$ cat config.mk
export PLATFORM = sky130hd
export DESIGN_NAME = pwm_carrier_sequencer
export DESIGN_NICKNAME = d
export VERILOG_FILES = /design/src/rtl/pwm_carrier_sequencer.sv
export SDC_FILE = /design/constraint.sdc
export NUM_CORES = 1
export LEC_CHECK = 0
export CAP_MARGIN = 20
export CORE_ASPECT_RATIO = 1.25
export CORE_MARGIN = 10
export CORE_UTILIZATION = 55
export CTS_BUF_LIST = sky130_fd_sc_hd__clkbuf_4 sky130_fd_sc_hd__clkbuf_8
export DETAILED_ROUTE_END_ITERATION = 8
export PLACE_DENSITY = 0.76
export SLEW_MARGIN = 20
export SYNTH_ARGS = -nofsm -noshare
export SYNTH_HDL_FRONTEND = slang
export SYNTH_SLANG_ARGS = --single-unit
$ cat constraint.sdc
create_clock -name clk -period 6.4 [get_ports clk]
set_input_delay 0.96 -clock clk [delete_from_list [all_inputs] [get_ports clk]]
set_output_delay 0.96 -clock clk [all_outputs]
set_load 0.02 [all_outputs]
$ cat src/rtl/pwm_carrier_sequencer.sv
// pwm_carrier_sequencer
//   Sequences an external PWM carrier generator: arms it after a hold-off,
//   runs it, stops it cleanly at a carrier peak, and latches a fault if the
//   carrier stops producing peak pulses. Divider changes offered while
//   running are held in a shadow register and applied only at a carrier
//   peak, so a carrier period is never cut short.
//
// Ports
//   clk, rst_n        clock, asynchronous active-low reset
//   start, stop       run / stop requests (stop wins over start)
//   cfg_valid/ready   divider offer handshake, cfg_freq_div carries the value
//   cfg_err           one-cycle pulse after an illegal divider is refused
//   sync_pulse        carrier peak strobe from the generator
//   fault_clr         leaves FAULT back to IDLE
//   gen_enable        enable to the carrier generator
//   gen_freq_div      active divider to the carrier generator
//   state             IDLE=0, ARM=1, RUN=2, STOPPING=3, FAULT=4
//   fault             high while in FAULT
module pwm_carrier_sequencer #(
  parameter int COUNTER_WIDTH = 16,
  parameter int DEFAULT_DIV   = 10000,
  parameter int MIN_DIV       = 2,
  parameter int ARM_CYCLES    = 4
) (
  input  logic                     clk,
  input  logic                     rst_n,
  input  logic                     start,
  input  logic                     stop,
  input  logic                     cfg_valid,
  input  logic [COUNTER_WIDTH-1:0] cfg_freq_div,
  output logic                     cfg_ready,
  output logic                     cfg_err,
  input  logic                     sync_pulse,
  input  logic                     fault_clr,
  output logic                     gen_enable,
  output logic [COUNTER_WIDTH-1:0] gen_freq_div,
  output logic [2:0]               state,
  output logic                     fault
);

  localparam int WD_W  = COUNTER_WIDTH + 2;
  localparam int ARM_W = (ARM_CYCLES > 1) ? $clog2(ARM_CYCLES) : 1;
  localparam logic [ARM_W-1:0] ARM_LOAD = ARM_W'(ARM_CYCLES - 1);
  localparam logic [COUNTER_WIDTH-1:0] DIV_RST = COUNTER_WIDTH'(DEFAULT_DIV);
  localparam logic [COUNTER_WIDTH-1:0] DIV_MIN = COUNTER_WIDTH'(MIN_DIV);

  typedef enum logic [2:0] {
    S_IDLE     = 3'd0,
    S_ARM      = 3'd1,
    S_RUN      = 3'd2,
    S_STOPPING = 3'd3,
    S_FAULT    = 3'd4
  } state_t;

  state_t st, st_nxt;

  logic [ARM_W-1:0]         arm_cnt;
  logic [WD_W-1:0]          wd_cnt;
  logic [WD_W-1:0]          wd_inc;
  logic [COUNTER_WIDTH-1:0] shadow_div;
  logic                     shadow_vld;
  logic                     cfg_acc;
  logic                     cfg_legal;
  logic                     wd_expire;
  logic                     carrier_on_nxt;

  // Watchdog limit 2*div+8, formed at the wider watchdog width so the
  // largest divider cannot wrap the limit.
  function automatic logic [WD_W-1:0] wd_limit(input logic [COUNTER_WIDTH-1:0] div);
    logic [WD_W-1:0] wide;
    wide = {2'b00, div};
    return (wide << 1) + WD_W'(8);
  endfunction

  assign cfg_legal = (cfg_freq_div >= DIV_MIN);
  assign cfg_ready = (st == S_IDLE) || ((st == S_RUN) && !shadow_vld);
  assign cfg_acc   = cfg_valid && cfg_ready;
  assign wd_inc    = wd_cnt + WD_W'(1);
  // A peak arriving on the expiry cycle rescues the carrier.
  assign wd_expire = !sync_pulse && (wd_inc > wd_limit(gen_freq_div));

  assign carrier_on_nxt = (st_nxt == S_RUN) || (st_nxt == S_STOPPING);
  assign state = st;

  always_comb begin
    st_nxt = st;
    case (st)
      S_IDLE: begin
        if (start && !stop) st_nxt = S_ARM;
      end
      S_ARM: begin
        if (stop)                st_nxt = S_IDLE;
        else if (arm_cnt == '0)  st_nxt = S_RUN;
      end
      S_RUN: begin
        if (wd_expire)           st_nxt = S_FAULT;
        else if (stop)           st_nxt = S_STOPPING;
      end
      S_STOPPING: begin
        if (sync_pulse)          st_nxt = S_IDLE;
        else if (wd_expire)      st_nxt = S_FAULT;
      end
      S_FAULT: begin
        if (fault_clr)           st_nxt = S_IDLE;
      end
      default:                   st_nxt = S_IDLE;
    endcase
  end

  always_ff @(posedge clk or negedge rst_n) begin
    if (!rst_n) begin
      st           <= S_IDLE;
      gen_enable   <= 1'b0;
      fault        <= 1'b0;
      cfg_err      <= 1'b0;
      arm_cnt      <= '0;
      wd_cnt       <= '0;
      gen_freq_div <= DIV_RST;
      shadow_div   <= '0;
      shadow_vld   <= 1'b0;
    end else begin
      st         <= st_nxt;
      gen_enable <= carrier_on_nxt;
      fault      <= (st_nxt == S_FAULT);
      cfg_err    <= cfg_acc && !cfg_legal;

      if ((st == S_IDLE) && (st_nxt == S_ARM))
        arm_cnt <= ARM_LOAD;
      else if ((st == S_ARM) && (arm_cnt != '0))
        arm_cnt <= arm_cnt - ARM_W'(1);

      // Watchdog only counts while the carrier is expected to be running.
      if ((st_nxt == S_RUN) && (st != S_RUN))
        wd_cnt <= '0;
      else if ((st == S_RUN) || (st == S_STOPPING))
        wd_cnt <= sync_pulse ? '0 : wd_inc;
      else
        wd_cnt <= '0;

      if ((st == S_IDLE) && cfg_acc && cfg_legal)
        gen_freq_div <= cfg_freq_div;
      else if ((st == S_RUN) && sync_pulse && shadow_vld)
        gen_freq_div <= shadow_div;

      // Shadow only survives while running or stopping; a STOPPING peak
      // lands in IDLE and therefore drops it.
      if (!carrier_on_nxt) begin
        shadow_vld <= 1'b0;
      end else if ((st == S_RUN) && sync_pulse && shadow_vld) begin
        shadow_vld <= 1'b0;
      end else if ((st == S_RUN) && cfg_acc && cfg_legal) begin
        shadow_vld <= 1'b1;
        shadow_div <= cfg_freq_div;
      end
    end
  end

endmodule

## After elaboration in Yosys (flattened, before gate mapping)

Index checks and enable logic that the tools add are counted.

| storage, ports and cells | value |
|---|---|
| output and inout port bits | 23 |
| word-level logic and storage cells | 71 |
| register bits after elaboration | 59 |
| input port bits | 23 |

| cells by class | value |
|---|---|
| $lt $le $gt $ge | 2 |
| multiplexer cells | 19 |
| eq/ne operators | 10 |
| reduce and logical (&&, ||, !) cells | 27 |
| add/sub/neg operators | 3 |
| bitwise logic cells | 1 |

Operator list:

| cell | count |
|---|---|
| $mux 18 | 3 |
| $mux 16 | 2 |
| $mux 3 | 8 |
| $add 17x4->18 const B | 1 |
| $add 18x1->18 const B | 1 |
| $gt 18x18->1 | 1 |
| $ge 16x2->1 const B | 1 |
| $pmux 3 s5 | 1 |
| $logic_and 1x1->1 | 14 |
| $eq 3x2->1 const B | 4 |
| $eq 3x1->1 const B | 2 |
| $eq 3x3->1 const B | 2 |
| $reduce_bool 2->1 | 3 |
| $logic_not 1->1 | 4 |
| $mux 2 | 2 |
| $logic_not 3->1 | 1 |
| $logic_or 1x1->1 | 3 |
| $mux 1 | 3 |
| $ne 3x1->1 const B | 1 |
| $ne 3x2->1 const B | 1 |
| $reduce_and 3->1 | 1 |
| $logic_not 2->1 | 1 |
| $sub 2x1->2 const B | 1 |
| $not 1->1 | 1 |

## Longest topological paths before layout

| depth | value |
|---|---|
| depth after elaboration | 9 |
| gate-level depth with buffers | 12 |
| mapped depth without buffers | 11 |

## Worst setup path after synthesis

Ideal clock, no wire load.

| timing | value |
|---|---|
| kind | reg-to-reg |
| start point | register gen_freq_div[4] |
| end point | register st[0] (netlist: state[0]) |
| data arrival time | 2.844 ns |
| setup time | 0.134 ns |
| path buffers | 0 |
| cell stages (with the launch flop) | 11 |
| data required time | 6.266 ns |
| setup slack | 3.423 ns |
| cells stage by stage | dfstp_2 and3_1 and4_1 nand4_1 xor2_1 ha_1 nand4_2 nor4_4 a211oi_4 a221oi_2 o21ai_0 |

| on the way | value |
|---|---|
| cells in the longest elaborated chain, start to end | 6 |

Ends and longest elaborated chain:

| element | RTL line | text |
|---|---|---|
| start: declaration | 36 | `output logic [COUNTER_WIDTH-1:0] gen_freq_div,` |
| start signal: assignment | 141 | `gen_freq_div <= cfg_freq_div;` |
| start signal: assignment | 143 | `gen_freq_div <= shadow_div;` |
| $add 17x4->18 * | 72 | `return (wide << 1) + WD_W'(8);` |
| $gt 18x18->1 * | 80 | `assign wd_expire = !sync_pulse && (wd_inc > wd_limit(gen_freq_div));` |
| $logic_and 1x1->1 * | 80 |  |
| $mux 3 | 101 | `else if (wd_expire) st_nxt = S_FAULT;` |
| $mux 3 | 100 | `if (sync_pulse) st_nxt = S_IDLE;` |
| $pmux 3 s5 * | 87 | `case (st)` |
| named net st_nxt[0] | 55 | `state_t st, st_nxt;` |
| end signal: assignment | 122 | `st <= st_nxt;` |
| end: declaration | 55 |  |

The timed path passes the listed nets; every way through them passes the cells marked *.
A chain may end at the register's enable or synchronous reset.

## Worst setup path in the final report

| timing | value |
|---|---|
| start point | register wd_cnt[2] |
| end point | register shadow_vld |

| on the way | value |
|---|---|
| cells in the longest elaborated chain, start to end | 9 |

Ends and longest elaborated chain:

| element | RTL line | text |
|---|---|---|
| start: declaration | 58 | `logic [WD_W-1:0] wd_cnt;` |
| start signal: assignment | 136 | `wd_cnt <= sync_pulse ? '0 : wd_inc;` |
| $add 18x1->18 * | 78 | `assign wd_inc = wd_cnt + WD_W'(1);` |
| $gt 18x18->1 * | 80 |  |
| $logic_and 1x1->1 * | 80 |  |
| $mux 3 | 101 |  |
| $mux 3 | 100 |  |
| $pmux 3 s5 * | 87 |  |
| $eq 3x2->1 | 82 | `assign carrier_on_nxt = (st_nxt == S_RUN) \|\| (st_nxt == S_STOPPING);` |
| $logic_or 1x1->1 * | 82 |  |
| $ne 3x1->1 (no source line) or $mux 1 (tied branches) | -- |  |
| end signal: assignment | 120 | `shadow_vld <= 1'b0;` |
| end signal: assignment | 148 | `shadow_vld <= 1'b0;` |
| end signal: assignment | 150 | `shadow_vld <= 1'b0;` |
| end: declaration | 61 | `logic shadow_vld;` |

Every way passes the cells marked *; elsewhere a longest branch is shown, timed or not.

==> flow_metrics.tcl <==
set metrics [dict create \
    cp_max_fo 18 \
    synth_edf_count 0 \
    hpwl_um 7030 \
    cts_root_buf "clkbuf_8" \
    drt_iter0_drc 148 \
    cp_top_family "compound AO/OA/AOI/OAI gates" \
    core_area_mm2 0.00661 \
    post_cts_buffers 0 \
    slowest_stage "a211oi_4" \
    nNetsFinal 482 \
    yosysSeqAreaShare 0.393 \
    overflow 0 \
    maxCapViolCount 0 \
    via_per_inst 6.24 \
    antenna_found_initial 0 \
    critPathRequiredTime_ns 6.64 \
    finalCritPeriodShare 0.558 \
    outcome "complete, no violations" \
    setup_ws_ns 2.83 \
    cts.sinks 59 \
    gp_congestion 0.793 \
    finalHoldViolCount 0 \
    pre_cts_ws_ns 2.63 \
    ys_ff_latch 59 \
    syn_area_per_cell_um2 9.42 \
    vias 3313 \
    place.port_buffers 45 \
    die_h_um 113 \
    die_x_um 94.1 \
    die_area_mm2 0.0106 \
    min_path_type "reg2reg" \
    power_uw 1860 \
    startpoint_type "register" \
    ir_worst_vdd_mv 0.323 \
    cp-end-kind "register" \
    synth_top_flop_cell "dfrtp_1" \
    wl_per_cell_um 18.6 \
    tightest_slew_ns 0.939 \
    yosysUniqueCellTypes 47 \
    syn_area_mm2 0.00378 \
    r2r_slack_ns 2.83 \
    std_cell_rows 33 \
    power_density_mw_per_mm2 414 \
    setup_tns_ns 0 \
    dr.pass1.iters 4 \
    grt_usage 0.192 \
    power.leakage_uw 0.00199 \
    path_class "reg2reg" \
    cts_max_path_buffers 2 \
    initial_core_util 0.572 \
    hold_ws_ns 0.526 \
    rsz0062_at_grt "no" \
    slew_viol_final 0 \
    crit_buf_inv 0 \
    routed_wl_um 9900 \
    grt_max_degree 60 \
    crit_chain "nand4_1 -> nor4_1 -> nand4_1 -> xnor2_1 -> ha_1 -> a211oi_1 -> nor2_1 -> a211oi_4 -> nand3_1 -> a221oi_1" \
    n_antenna_cell 0 \
    critPathMaxStageDelay_ns 0.69 \
    synthArstFlopShare 1.00 \
    ant_nets 0 \
    grt_pass1_vias 3429 \
    r2r-start "wd_cnt[2]" \
    reg2reg_depth 10 \
    crit_cells 10 \
    skew_ns 0.0105 \
    h-tree-depth 3 \
    endpoint "shadow_vld" \
    timing.fmax_mhz 280 \
    grt_first_pass_wirelength_um 16600 \
    cts_tree "built" \
    setup_viol 0 \
    synth-warning-count 0 \
    ios 46 \
    final_util 0.680 \
    worstSkewPairLatency_ns 0.35 \
    arrival_ns 3.81 \
    netlist_instances 401 \
    syn-num-nets 444 \
    drive_gt1_frac 0.0811 \
    clk_pin_slew_ns 0.07 \
    min_period_ns 3.57 \
    cts_buffers 9 \
    area_growth_pct 19.1 \
    cts-resized-gates 0 \
    reg2reg_to "shadow_vld" \
    slew_headroom 0.374 \
    cp_common_cell "nand4_1" \
    cts.hold.buffers_added 0 \
    drc 0 \
    critPathLaunch "wd_cnt[2]" \
]
stage by stage:
stage | instances | instance area, µm²
2_1_floorplan | 401 | 3780
3_3_place_gp | 515 | 4240
3_5_place_dp | 515 | 4240
4_1_cts | 531 | 4500
5_1_grt | 531 | 4500
6_report | 531 | 4500
cell usage in the layout (no fill, tap or decap), types with 2 or more instances in the layout:
cell / synthesis / layout
nor2b_1: 17 / 17
xnor2_1: 17 / 17
a21o_1: 15 / 15
nand2b_1: 2 / 2
o211ai_1: 16 / 16
a211oi_1: 2 / 2
nor3_1: 19 / 19
inv_1: 26 / 26
bufinv_16: 0 / 3
dfstp_2: 5 / 5
ha_1: 20 / 20
a21oi_1: 8 / 8
xor2_1: 11 / 11
a22oi_1: 18 / 18
a22o_1: 18 / 18
buf_4: 7 / 2
nand4_1: 8 / 8
nand3_1: 46 / 46
nor2_1: 13 / 13
and3_1: 5 / 5
nand2_1: 22 / 22
clkbuf_8: 0 / 12
nor4_1: 6 / 6
dfrtp_1: 54 / 54
o21ai_0: 8 / 8
clkdlybuf4s50_1: 0 / 44
and4_1: 3 / 3
nor3_4: 2 / 2
layer usage:
metal  global-route usage  part of all wire
met5                    0                 0
met4               0.0619             0.022
met3               0.0453             0.042
met2                0.325              0.52
met1                0.231              0.41
synthesized netlist by cell type, types with 2 or more instances:
cell type	n	area share
buf_2	7	0.0093
inv_1	26	0.026
dfstp_2	5	0.035
nor2_1	13	0.013
nor4_1	6	0.0099
a211oi_1	2	0.0040
clkbuf_1	6	0.0060
nand4_1	8	0.013
o211ai_1	16	0.032
a22o_1	18	0.042
nor3_4	2	0.0086
xor2_1	11	0.026
dfrtp_1	54	0.36
a21oi_1	8	0.011
nand2_1	22	0.022
a22oi_1	18	0.036
nor3_1	19	0.025
ha_1	20	0.066
and3_1	5	0.0083
nand2b_1	2	0.0033
o21ai_0	8	0.011
buf_4	7	0.014
a21o_1	15	0.030
and4_1	3	0.0070
nor2b_1	17	0.028
nand3_1	46	0.061
xnor2_1	17	0.039
how the worst min path moves through the flow:
stage,slack (ns),startpoint,to,depth (start not counted)
finish,0.53,gen_freq_div[0],gen_freq_div[0],1
global route,0.55,gen_freq_div[0],gen_freq_div[0],1
CTS,0.53,gen_freq_div[0],gen_freq_div[0],1
detailed placement,0.51,gen_freq_div[0],gen_freq_div[0],1
global placement,0.50,gen_freq_div[0],gen_freq_div[0],1
floorplan,0.49,wd_cnt[0],wd_cnt[0],1
cell type report:
class / count / area, µm²
inverters: 26 / 97.6
multi-input cells: 296 / 2090
flip-flops and latches: 59 / 1480
well taps: 87 / 109
fillers: 530 / 2110
clock inverters: 4 / 95.1
clock buffers: 12 / 165
repair buffers: 47 / 460
cells by family after synthesis:
| logic type | Yosys count | synth area share |
|---|---|---|
| buffers and inverters | 46 | 0.0550 |
| AO/OA/AOI/OAI | 97 | 0.200 |
| AND/OR/NAND/NOR | 151 | 0.221 |
| flip-flops | 59 | 0.393 |
| adder cells (fa/ha/maj) | 20 | 0.0663 |
| XOR/XNOR | 28 | 0.0649 |
power by group:
group	total [µW]	switching [µW]	internal (µW)	leakage, µW
combinational	765	426	339	0.00111
clock	443	153	290	0.000133
sequential	652	147	505	0.000749
flip-flops by register name, indices dropped and copies added (netlist names):
signal and count:
state 3, wd_cnt 18, fault 1, shadow_div 16, gen_enable 1, shadow_vld 1, cfg_err 1, gen_freq_div 16
arm_cnt 2
Power figures use the tool's default switching activity.
